<file path="src/rtl/ahb_timer_pkg.sv">
// ahb_timer_pkg: shared definitions for the AHB-Lite timer scheduler.
//   state_t        sequencer states
//   HTRANS_*       AHB-Lite transfer type encodings used by the master port
//   ADDR_*         timer slave register addresses
package ahb_timer_pkg;

  typedef enum logic [2:0] {
    ST_IDLE,
    ST_WR_DIS,
    ST_WR_CLR,
    ST_WR_EN,
    ST_WAIT_IRQ,
    ST_WR_STOP,
    ST_FIN
  } state_t;

  localparam logic [1:0]  HTRANS_IDLE   = 2'b00;
  localparam logic [1:0]  HTRANS_NONSEQ = 2'b10;

  localparam logic [29:0] ADDR_CTRL     = 30'h0;
  localparam logic [29:0] ADDR_RESTART  = 30'h4;

endpackage

</file>
<file path="src/rtl/ahb_timer_sched_rr_arbiter.sv">
// rr_arbiter: combinational round-robin pick.
//   req   : request vector
//   ptr   : index that has highest priority this round
//   gnt   : one-hot winner (zero when no request)
//   idx   : binary index of the winner
//   valid : at least one request present
module rr_arbiter #(
  parameter int unsigned NREQ = 4,
  parameter int unsigned PW   = 2
) (
  input  logic [NREQ-1:0] req,
  input  logic [PW-1:0]   ptr,
  output logic [NREQ-1:0] gnt,
  output logic [PW-1:0]   idx,
  output logic            valid
);

  int unsigned j;

  always_comb begin
    gnt   = '0;
    idx   = '0;
    valid = 1'b0;
    j     = 0;
    // Scan from ptr upwards, wrapping; first set bit wins.
    for (int unsigned off = 0; off < NREQ; off++) begin
      j = (32'(ptr) + off) % NREQ;
      if (!valid && req[j]) begin
        valid  = 1'b1;
        gnt[j] = 1'b1;
        idx    = PW'(j);
      end
    end
  end

endmodule

</file>
<file path="src/rtl/ahb_timer_sched.sv">
// ahb_timer_sched: shares one AHB-Lite timer slave between NREQ requesters.
// Each granted requester gets a one-shot timeout: the timer is disabled,
// cleared and loaded with the target, enabled, then stopped after its
// interrupt (or when the owner drops its request), and the owner is told.
//
// Ports:
//   HCLK, HRESET      clock, synchronous active-high reset
//   req/timeout       per-requester level request and packed TW-bit timeout
//   grant/done        one-hot owner, one-cycle done pulse to the owner
//   aborted/err/busy  abort pulse, bus/watchdog error pulse, not-idle flag
//   M_*               single-master AHB-Lite write port to the timer slave
//
// Build option: define AHB_TIMER_SCHED_WDOG_EN to add a watchdog that
// abandons the wait WDOG_MARGIN cycles beyond the programmed target.
module ahb_timer_sched
  import ahb_timer_pkg::*;
#(
  parameter int unsigned NREQ        = 4,
  parameter int unsigned TW          = 30,
  parameter int unsigned WDOG_MARGIN = 16
) (
  input  logic               HCLK,
  input  logic               HRESET,
  input  logic [NREQ-1:0]    req,
  input  logic [NREQ*TW-1:0] timeout,
  output logic [NREQ-1:0]    grant,
  output logic [NREQ-1:0]    done,
  output logic               aborted,
  output logic               err,
  output logic               busy,
  output logic               M_HSEL,
  output logic               M_WORK,
  output logic [29:0]        M_HADDR,
  output logic               M_HWRITE,
  output logic [1:0]         M_HTRANS,
  output logic [31:0]        M_HWDATA,
  input  logic               M_HREADY,
  input  logic               M_HRESP,
  input  logic               M_IRQ
);

  localparam int unsigned PW = (NREQ > 1) ? $clog2(NREQ) : 1;

  // Elaboration-time range check on the configuration.
  if (NREQ < 2 || NREQ > 8 || TW > 32 || WDOG_MARGIN > 255) begin : g_bad_cfg
    $error("ahb_timer_sched: unsupported parameter combination");
  end

  state_t          state;
  logic [PW-1:0]   ptr;
  logic [PW-1:0]   owner;
  logic [TW-1:0]   tgt;
  logic            abort_f;

  logic [NREQ-1:0] arb_gnt;
  logic [PW-1:0]   arb_idx;
  logic            arb_valid;
  logic [TW-1:0]   sel_to;
  logic [31:0]     tgt_word;
  logic            in_xfer;

  rr_arbiter #(.NREQ(NREQ), .PW(PW)) u_arb (
    .req   (req),
    .ptr   (ptr),
    .gnt   (arb_gnt),
    .idx   (arb_idx),
    .valid (arb_valid)
  );

  assign sel_to   = timeout[arb_idx*TW +: TW];
  assign tgt_word = 32'(tgt);
  assign in_xfer  = (state == ST_WR_DIS) || (state == ST_WR_CLR) ||
                    (state == ST_WR_EN)  || (state == ST_WR_STOP);

  assign busy     = (state != ST_IDLE);
  assign M_WORK   = M_HSEL;
  assign M_HWRITE = M_HSEL;

`ifdef AHB_TIMER_SCHED_WDOG_EN
  logic [TW+7:0] wcnt;
  logic [TW+7:0] wlimit;
  assign wlimit = (TW+8)'(tgt) + (TW+8)'(WDOG_MARGIN);
`endif

  always_ff @(posedge HCLK) begin
    if (HRESET) begin
      state    <= ST_IDLE;
      ptr      <= '0;
      owner    <= '0;
      tgt      <= '0;
      abort_f  <= 1'b0;
      grant    <= '0;
      done     <= '0;
      aborted  <= 1'b0;
      err      <= 1'b0;
      M_HSEL   <= 1'b0;
      M_HADDR  <= '0;
      M_HTRANS <= HTRANS_IDLE;
      M_HWDATA <= '0;
`ifdef AHB_TIMER_SCHED_WDOG_EN
      wcnt     <= '0;
`endif
    end else begin
      done    <= '0;
      aborted <= 1'b0;
      // Bus errors are flagged once, on the completing beat; the watchdog
      // branch below may override this in WAIT_IRQ.
      err     <= in_xfer && M_HREADY && M_HRESP;

      case (state)
        ST_IDLE: begin
          if (arb_valid) begin
            owner    <= arb_idx;
            grant    <= arb_gnt;
            tgt      <= sel_to | TW'(1);
            abort_f  <= 1'b0;
            M_HSEL   <= 1'b1;
            M_HTRANS <= HTRANS_NONSEQ;
            M_HADDR  <= ADDR_CTRL;
            M_HWDATA <= '0;
            state    <= ST_WR_DIS;
          end
        end
        ST_WR_DIS: begin
          if (M_HREADY) begin
            M_HADDR  <= ADDR_RESTART;
            M_HWDATA <= tgt_word;
            state    <= ST_WR_CLR;
          end
        end
        ST_WR_CLR: begin
          if (M_HREADY) begin
            M_HADDR  <= ADDR_CTRL;
            M_HWDATA <= tgt_word;
            state    <= ST_WR_EN;
          end
        end
        ST_WR_EN: begin
          if (M_HREADY) begin
            M_HSEL   <= 1'b0;
            M_HTRANS <= HTRANS_IDLE;
            M_HADDR  <= '0;
            M_HWDATA <= '0;
            state    <= ST_WAIT_IRQ;
`ifdef AHB_TIMER_SCHED_WDOG_EN
            wcnt     <= '0;
`endif
          end
        end
        ST_WAIT_IRQ: begin
          // IRQ has priority over a simultaneous request drop.
          if (M_IRQ || !req[owner]
`ifdef AHB_TIMER_SCHED_WDOG_EN
              || (wcnt == wlimit)
`endif
             ) begin
            abort_f  <= !M_IRQ;
`ifdef AHB_TIMER_SCHED_WDOG_EN
            if (!M_IRQ && req[owner]) err <= 1'b1;
`endif
            M_HSEL   <= 1'b1;
            M_HTRANS <= HTRANS_NONSEQ;
            M_HADDR  <= ADDR_CTRL;
            M_HWDATA <= '0;
            state    <= ST_WR_STOP;
          end
`ifdef AHB_TIMER_SCHED_WDOG_EN
          else begin
            wcnt <= wcnt + 1'b1;
          end
`endif
        end
        ST_WR_STOP: begin
          if (M_HREADY) begin
            M_HSEL   <= 1'b0;
            M_HTRANS <= HTRANS_IDLE;
            M_HADDR  <= '0;
            state    <= ST_FIN;
          end
        end
        ST_FIN: begin
          if (abort_f) aborted <= 1'b1;
          else         done    <= grant;
          grant <= '0;
          ptr   <= (owner == PW'(NREQ - 1)) ? '0 : owner + 1'b1;
          state <= ST_IDLE;
        end
        default: state <= ST_IDLE;
      endcase
    end
  end

endmodule

</file>
<file path="config.mk">
export PLATFORM = sky130hd
export DESIGN_NAME = ahb_timer_sched
export DESIGN_NICKNAME = d
export VERILOG_FILES = /design/src/rtl/ahb_timer_pkg.sv /design/src/rtl/ahb_timer_sched_rr_arbiter.sv /design/src/rtl/ahb_timer_sched.sv
export SDC_FILE = /design/constraint.sdc
export NUM_CORES = 1
export LEC_CHECK = 0
export ABC_AREA = 1
export CORE_ASPECT_RATIO = 0.75
export CORE_MARGIN = 3
export CORE_UTILIZATION = 58
export DETAILED_ROUTE_END_ITERATION = 6
export DONT_BUFFER_PORTS = 1
export GPL_ROUTABILITY_DRIVEN = 0
export PLACE_DENSITY = 0.73
export SETUP_SLACK_MARGIN = 0.2
export SLEW_MARGIN = 20
export SYNTH_ARGS = -nofsm -noshare
export SYNTH_HDL_FRONTEND = slang
export SYNTH_SLANG_ARGS = --single-unit
</file>
<file path="constraint.sdc">
create_clock -name HCLK -period 2.4 [get_ports HCLK]
set_input_delay 0.48 -clock HCLK [delete_from_list [all_inputs] [get_ports HCLK]]
set_output_delay 0.48 -clock HCLK [all_outputs]
set_load 0.01 [all_outputs]
</file>
# Word-level counts from Yosys, hierarchy flattened
# Cells that the tools add are included.
dict set report classes {
  addsub 4
  mul 1
  magnitude_cmp 9
  n_eq_ne 16
  shift 1
  n_mux 62
  bitwise_logic 4
  n_reduce_logical 37
}
# operator n
set ops {}
lappend ops {{$mux 32} 4}
lappend ops {{$pmux 32 s4} 1}
lappend ops {{$mux 30} 4}
lappend ops {{$pmux 30 s4} 1}
lappend ops {{$shiftx 120x8->30} 1}
lappend ops {{$mux 4} 5}
lappend ops {{$mux 1} 19}
lappend ops {{$mux 3} 6}
lappend ops {{$pmux 3 s6} 1}
lappend ops {{$mux 2} 8}
lappend ops {{$lt 2x3->1 const B} 5}
lappend ops {{$ne 2x2->1 const B} 6}
lappend ops {{$or 4x4->4} 3}
lappend ops {{$bmux 1 s2} 5}
lappend ops {{$reduce_and 5->1} 2}
lappend ops {{$eq 3x3->1 const B} 3}
lappend ops {{$logic_and 1x1->1} 9}
lappend ops {{$demux 1 s2} 4}
lappend ops {{$ge 2x1->1 const B} 4}
lappend ops {{$pmux 4 s2} 1}
lappend ops {{$reduce_bool 4->1} 2}
lappend ops {{$eq 3x2->1 const B} 2}
lappend ops {{$mul 2x4->6 const B} 1}
lappend ops {{$ne 2x1->1 const B} 3}
lappend ops {{other kinds (19)} 34}
dict set report word_totals {
  reg_bits 113
  input_bits 129
  out_inout_bits 78
}

# Depth between registers and ports, before layout
dict set report logic_depth {
  depth_word 14
  ltp_mapped 18
}

# Cells and area by module
# A second synthesis with hierarchy kept.
dict set report unflattened {
  hier_cells 716
  hier_area_um2 4623.2
}
# module n_inst cells_per_inst area_per_inst_um2 seq_area_each_um2
set modules_own_cells {}
lappend modules_own_cells {ahb_timer_sched 1 642 4192.8 1601.5}
lappend modules_own_cells {rr_arbiter 1 74 430.4 0.0}

# Worst setup path before layout
# OpenSTA, ideal clock, no wires.
dict set report synth_path {
  kind {reg-to-reg}
  startpoint {register ptr[0]}
  endpoint {register tgt[6]}
  setup_ns 0.110
  t_arrival_ns 2.126
  slack_ns 0.164
  path_stages_with_launch 18
  n_path_buf 3
  cell_sequence {dfxtp_1 -> buf_6 -> inv_6 -> ha_1 -> inv_1 -> nand3_1 -> nand2_4 -> nor2_4 -> nor2_2 -> nand2_4 -> nand2_4 -> buf_6 -> buf_6 -> nand2_1 -> nand3_1 -> nand3_1 -> nand2_1 -> inv_1}
}
dict set report synth_between {
  elab_chain_cells 14
}
# element line_no
set synth_lines {}
lappend synth_lines {{start: declaration} ahb_timer_sched.sv:50} ;# logic [PW-1:0] ptr;
lappend synth_lines {{start signal: assignment} ahb_timer_sched.sv:185} ;# ptr <= (owner == PW'(NREQ - 1)) ? '0 : owner + 1'b1;
lappend synth_lines {{branches (longest 14 deep; another with $mul 2x4->6)} --}
lappend synth_lines {{end signal: assignment} ahb_timer_sched.sv:115} ;# tgt <= sel_to | TW'(1);
lappend synth_lines {{end: declaration} ahb_timer_sched.sv:52} ;# logic [TW-1:0] tgt;
# Several ways; the timed one is not identified. The select of a mux whose other input is x is not followed.
# A chain may end at the register's enable or synchronous reset.

# Final worst setup path
dict set report layout_path {
  startpoint {register ptr[0]}
  endpoint {register tgt[18]}
}
# Same word-level chain as after synthesis.

==> key figures <==
Detailed routing
  • Drc violations: 0
  • DRT iter0 DRCs: 415
  • Number of vias per cell: 5.30
  • DR WL/cell: 15.4 µm
  • Router iterations before antenna repair: 5
  • Antenna Nets Post-Route: 0
  • Vias: 4,878
  • Drt total wl: 14,200 µm

Global route
  • Total gr overflow: 0
  • Tot GR Track Use: 26.7%
  • Pin count of the biggest net entering global routing: 42
  • Antenna violations before repair: 0
  • First-pass GRT wire length: 21,100 µm
  • Vias in the first global route: 4,142

Synth
  • Mapped Avg Cell Area: 6.33 µm²
  • Number of synthesized flops with an enable pin: 0
  • Unique cell type count in the Yosys netlist: 34
  • FF+latch count, synth: 80
  • Synth top area share: 30.9%
  • Most frequent cell after synthesis: nand2_1
  • Ys async rst share: 0%
  • Sequential fraction of the synthesis area: 30.9%
  • Mapped Area: 5190 µm²
  • Yosys warnings: 0
  • Largest area contributor in the netlist: dfxtp_1
  • Syn Inst Count: 819
  • Most common flop cell mapped by yosys: dfxtp_1
  • Post-synth top cells: nand2_1, nor2_1, dfxtp_1, inv_1, a21oi_1
  • Top cells by area, synth: dfxtp_1, nand2_1, nor2_1

Critical path
  • Worst Setup End Kind: flop
  • Setup crit start kind: flop
  • CP required: 2.62 ns
  • CP Class: reg2reg
  • Setup crit end: tgt[18]
  • Worst Path Max Fanout: 11
  • R2R setup slack: 0.32 ns
  • CP startpoint: ptr[0]
  • RR Startpoint: ptr[0]
  • R2R cell count: 14
  • Critical Path AT: 2.30 ns
  • R2R Path End: tgt[18]

Clocking
  • Clk_lat worst skew: 0.33 ns
  • H-tree depth: 3
  • Clock transition at path regs: 0.07 ns
  • CTS Hold Bufs: 0
  • CTS root buffer: clkbuf_16
  • Buffer levels on the longest clock path: 2
  • CTS tree: yes
  • Cts bufs inserted: 9
  • TritonCTS Sinks: 80

STA
  • Setup TNS: 0 ns
  • Crit share post-route: 86.9%
  • Measured slew at the worst slew-check pin: 0.733 ns
  • Setup slack after layout: 0.315 ns
  • # setup viols final: 0
  • Slew Limit Fails: 0
  • Normalized max-slew margin: 51.0%
  • F_max: 0.480 GHz
  • RSZ-0062 raised after global routing: true
  • Final hold vios: 0
  • Minimum clock period after layout: 2.08 ns
  • Clk_skew: 0.00943 ns

Cells and area
  • N_diodes: 0
  • Nets: 947
  • Fill cells: 798
  • Area Overhead vs Synth: 8.63%
  • Layout cells sized above 1: 11.8%

Floorplan
  • Initial Util: 60.6%
  • I/O Pins: 207
  • Core Area: 8560 µm²
  • DIE AREA: 10,100 µm²
  • Die Ht: 87.9 µm
  • Row cnt: 29
  • Die Width: 115 µm

Power and ir drop
  • Int Pwr: 4.30 mW
  • PD cells: 1400 nW/µm²
  • Sw frac: 45.7%
  • Clock share of power: 19.9%
  • Comb pwr share: 50.1%
  • Switch Pwr: 3.61 mW
  • Max IR drop VDD: 0.000534 V
  • Leak Pwr: 2.65 nW
  • Sequential power share: 30.1%

Min path
  • HP Class: in2reg

Place
  • Pre-CTS WS: 0.0512 ns
  • DP Wirelength: 10,400 µm
  • PortBufs: 0

Job
  • Max Cap Violations: 0

Status
  • Outcome: finished, final reports clean
## state kept, by name, summed over array words and instances, names as in the netlist, 2 cells and up
register,flops
M_HWDATA,30
done,4
grant,4
owner,2
ptr,2
state,3
tgt,30
## critical path: stages (launching register included)
cell	delay (ns)
dfxtp_4	0.38
inv_6	0.04
buf_6	0.14
nand2_2	0.06
nand3_2	0.13
nand2_8	0.15
inv_6	0.06
nand4_1	0.15
nand2_2	0.10
buf_6	0.16
nor2_4	0.17
buf_12	0.16
nand2_1	0.06
a21oi_2	0.15
nor2_1	0.06
## placed cells by master (no fill, tap or decap), types with 2 or more instances in the layout
master and instances:
inv_6 4, a21oi_1 57, o21ai_0 8, nor2_2 2, clkbuf_16 9, a22oi_1 4
buf_6 3, conb_1 32, ha_1 8, nand3_1 50, dfxtp_1 78, a21oi_2 4
nand2_2 8, nor2_1 129, inv_1 73, buf_12 7, nand2_4 5, inv_2 5
bufinv_16 3, nand4_1 8, buf_4 9, nor2_4 6, nand3b_1 9, nand2_1 255
nand2_8 2, nand3_2 16, nor3_1 2
## layer usage
metal | global-route usage (%) | wire [µm] | vias to the layer above | share of wire, %
met2 | 39.3 | 6080 | 234 | 43
li1 | - | - | 2459 | -
met3 | 6.70 | 1450 | 11 | 10
met1 | 39.3 | 6530 | 2174 | 46
met5 | 0 | 0 | - | 0
met4 | 5.97 | 131 | 0 | 0.92
## final cells by class
class / instances / area [µm²] / share of cell area (%)
Inverter: 82 / 328 / 5.82
Tap cell: 108 / 135 / 2.40
Clock inverter: 6 / 115 / 2.04
Clock buffer: 9 / 225 / 4.00
Multi-Input combinational cell: 615 / 2940 / 52.2
Timing Repair Buffer: 21 / 284 / 5.04
Sequential cell: 80 / 1610 / 28.5
## cells by family after synthesis
kind of cell             synth area share, %
AO/OA/AOI/OAI                           8.01
AND/OR/NAND/NOR                         42.7
buffers and inverters                   16.1
adder cells (fa/ha/maj)                 2.17
other                                 0.0723
flip-flops                              30.9
## stage by stage
step | hold WS (ns) | cell area (µm²) | util, % | power, mW | instances
3_3_place_gp | 0.450 | 5140 | 60.0 | 5.98 | 901
4_1_cts | 0.210 | 5580 | 65.1 | 7.84 | 919
5_1_grt | 0.199 | 5640 | 65.8 | 8.58 | 921
3_5_place_dp | 0.463 | 5140 | 60.0 | 6.04 | 901
6_report | 0.212 | 5640 | 65.8 | 7.91 | 921
2_1_floorplan | 0.436 | 5310 | - | 5.26 | 850
## timing repair
action | in CTS | in global routing
setup endpoints to repair | 56 | 59
buffers inserted | 2 | 2
gates cloned | 1 | 0
pin swaps | 3 | 3
hold endpoints to repair | 0 | 0
resized for setup | 10 | 15
## worst min path at each step
stage	from	end	cells after the start
floorplan	abort_f	aborted	2
global placement	tgt[0]	tgt[0]	2
detailed placement	tgt[0]	tgt[0]	2
CTS	HRESET	M_HADDR[2]	1
global route	HRESET	M_HADDR[2]	1
finish	HRESET	state[1]	1
## power by group through the flow
stage / registers [mW] / logic, mW / clock network [mW]
after global placement: 2.38 / 3.60 / 0
final: 2.38 / 3.96 / 1.57
after CTS: 2.37 / 3.89 / 1.58
after floorplan: 2.21 / 3.06 / 0
after detailed placement: 2.40 / 3.65 / 0
after global routing: 2.43 / 4.50 / 1.65
(Power assumes the default switching activity.)
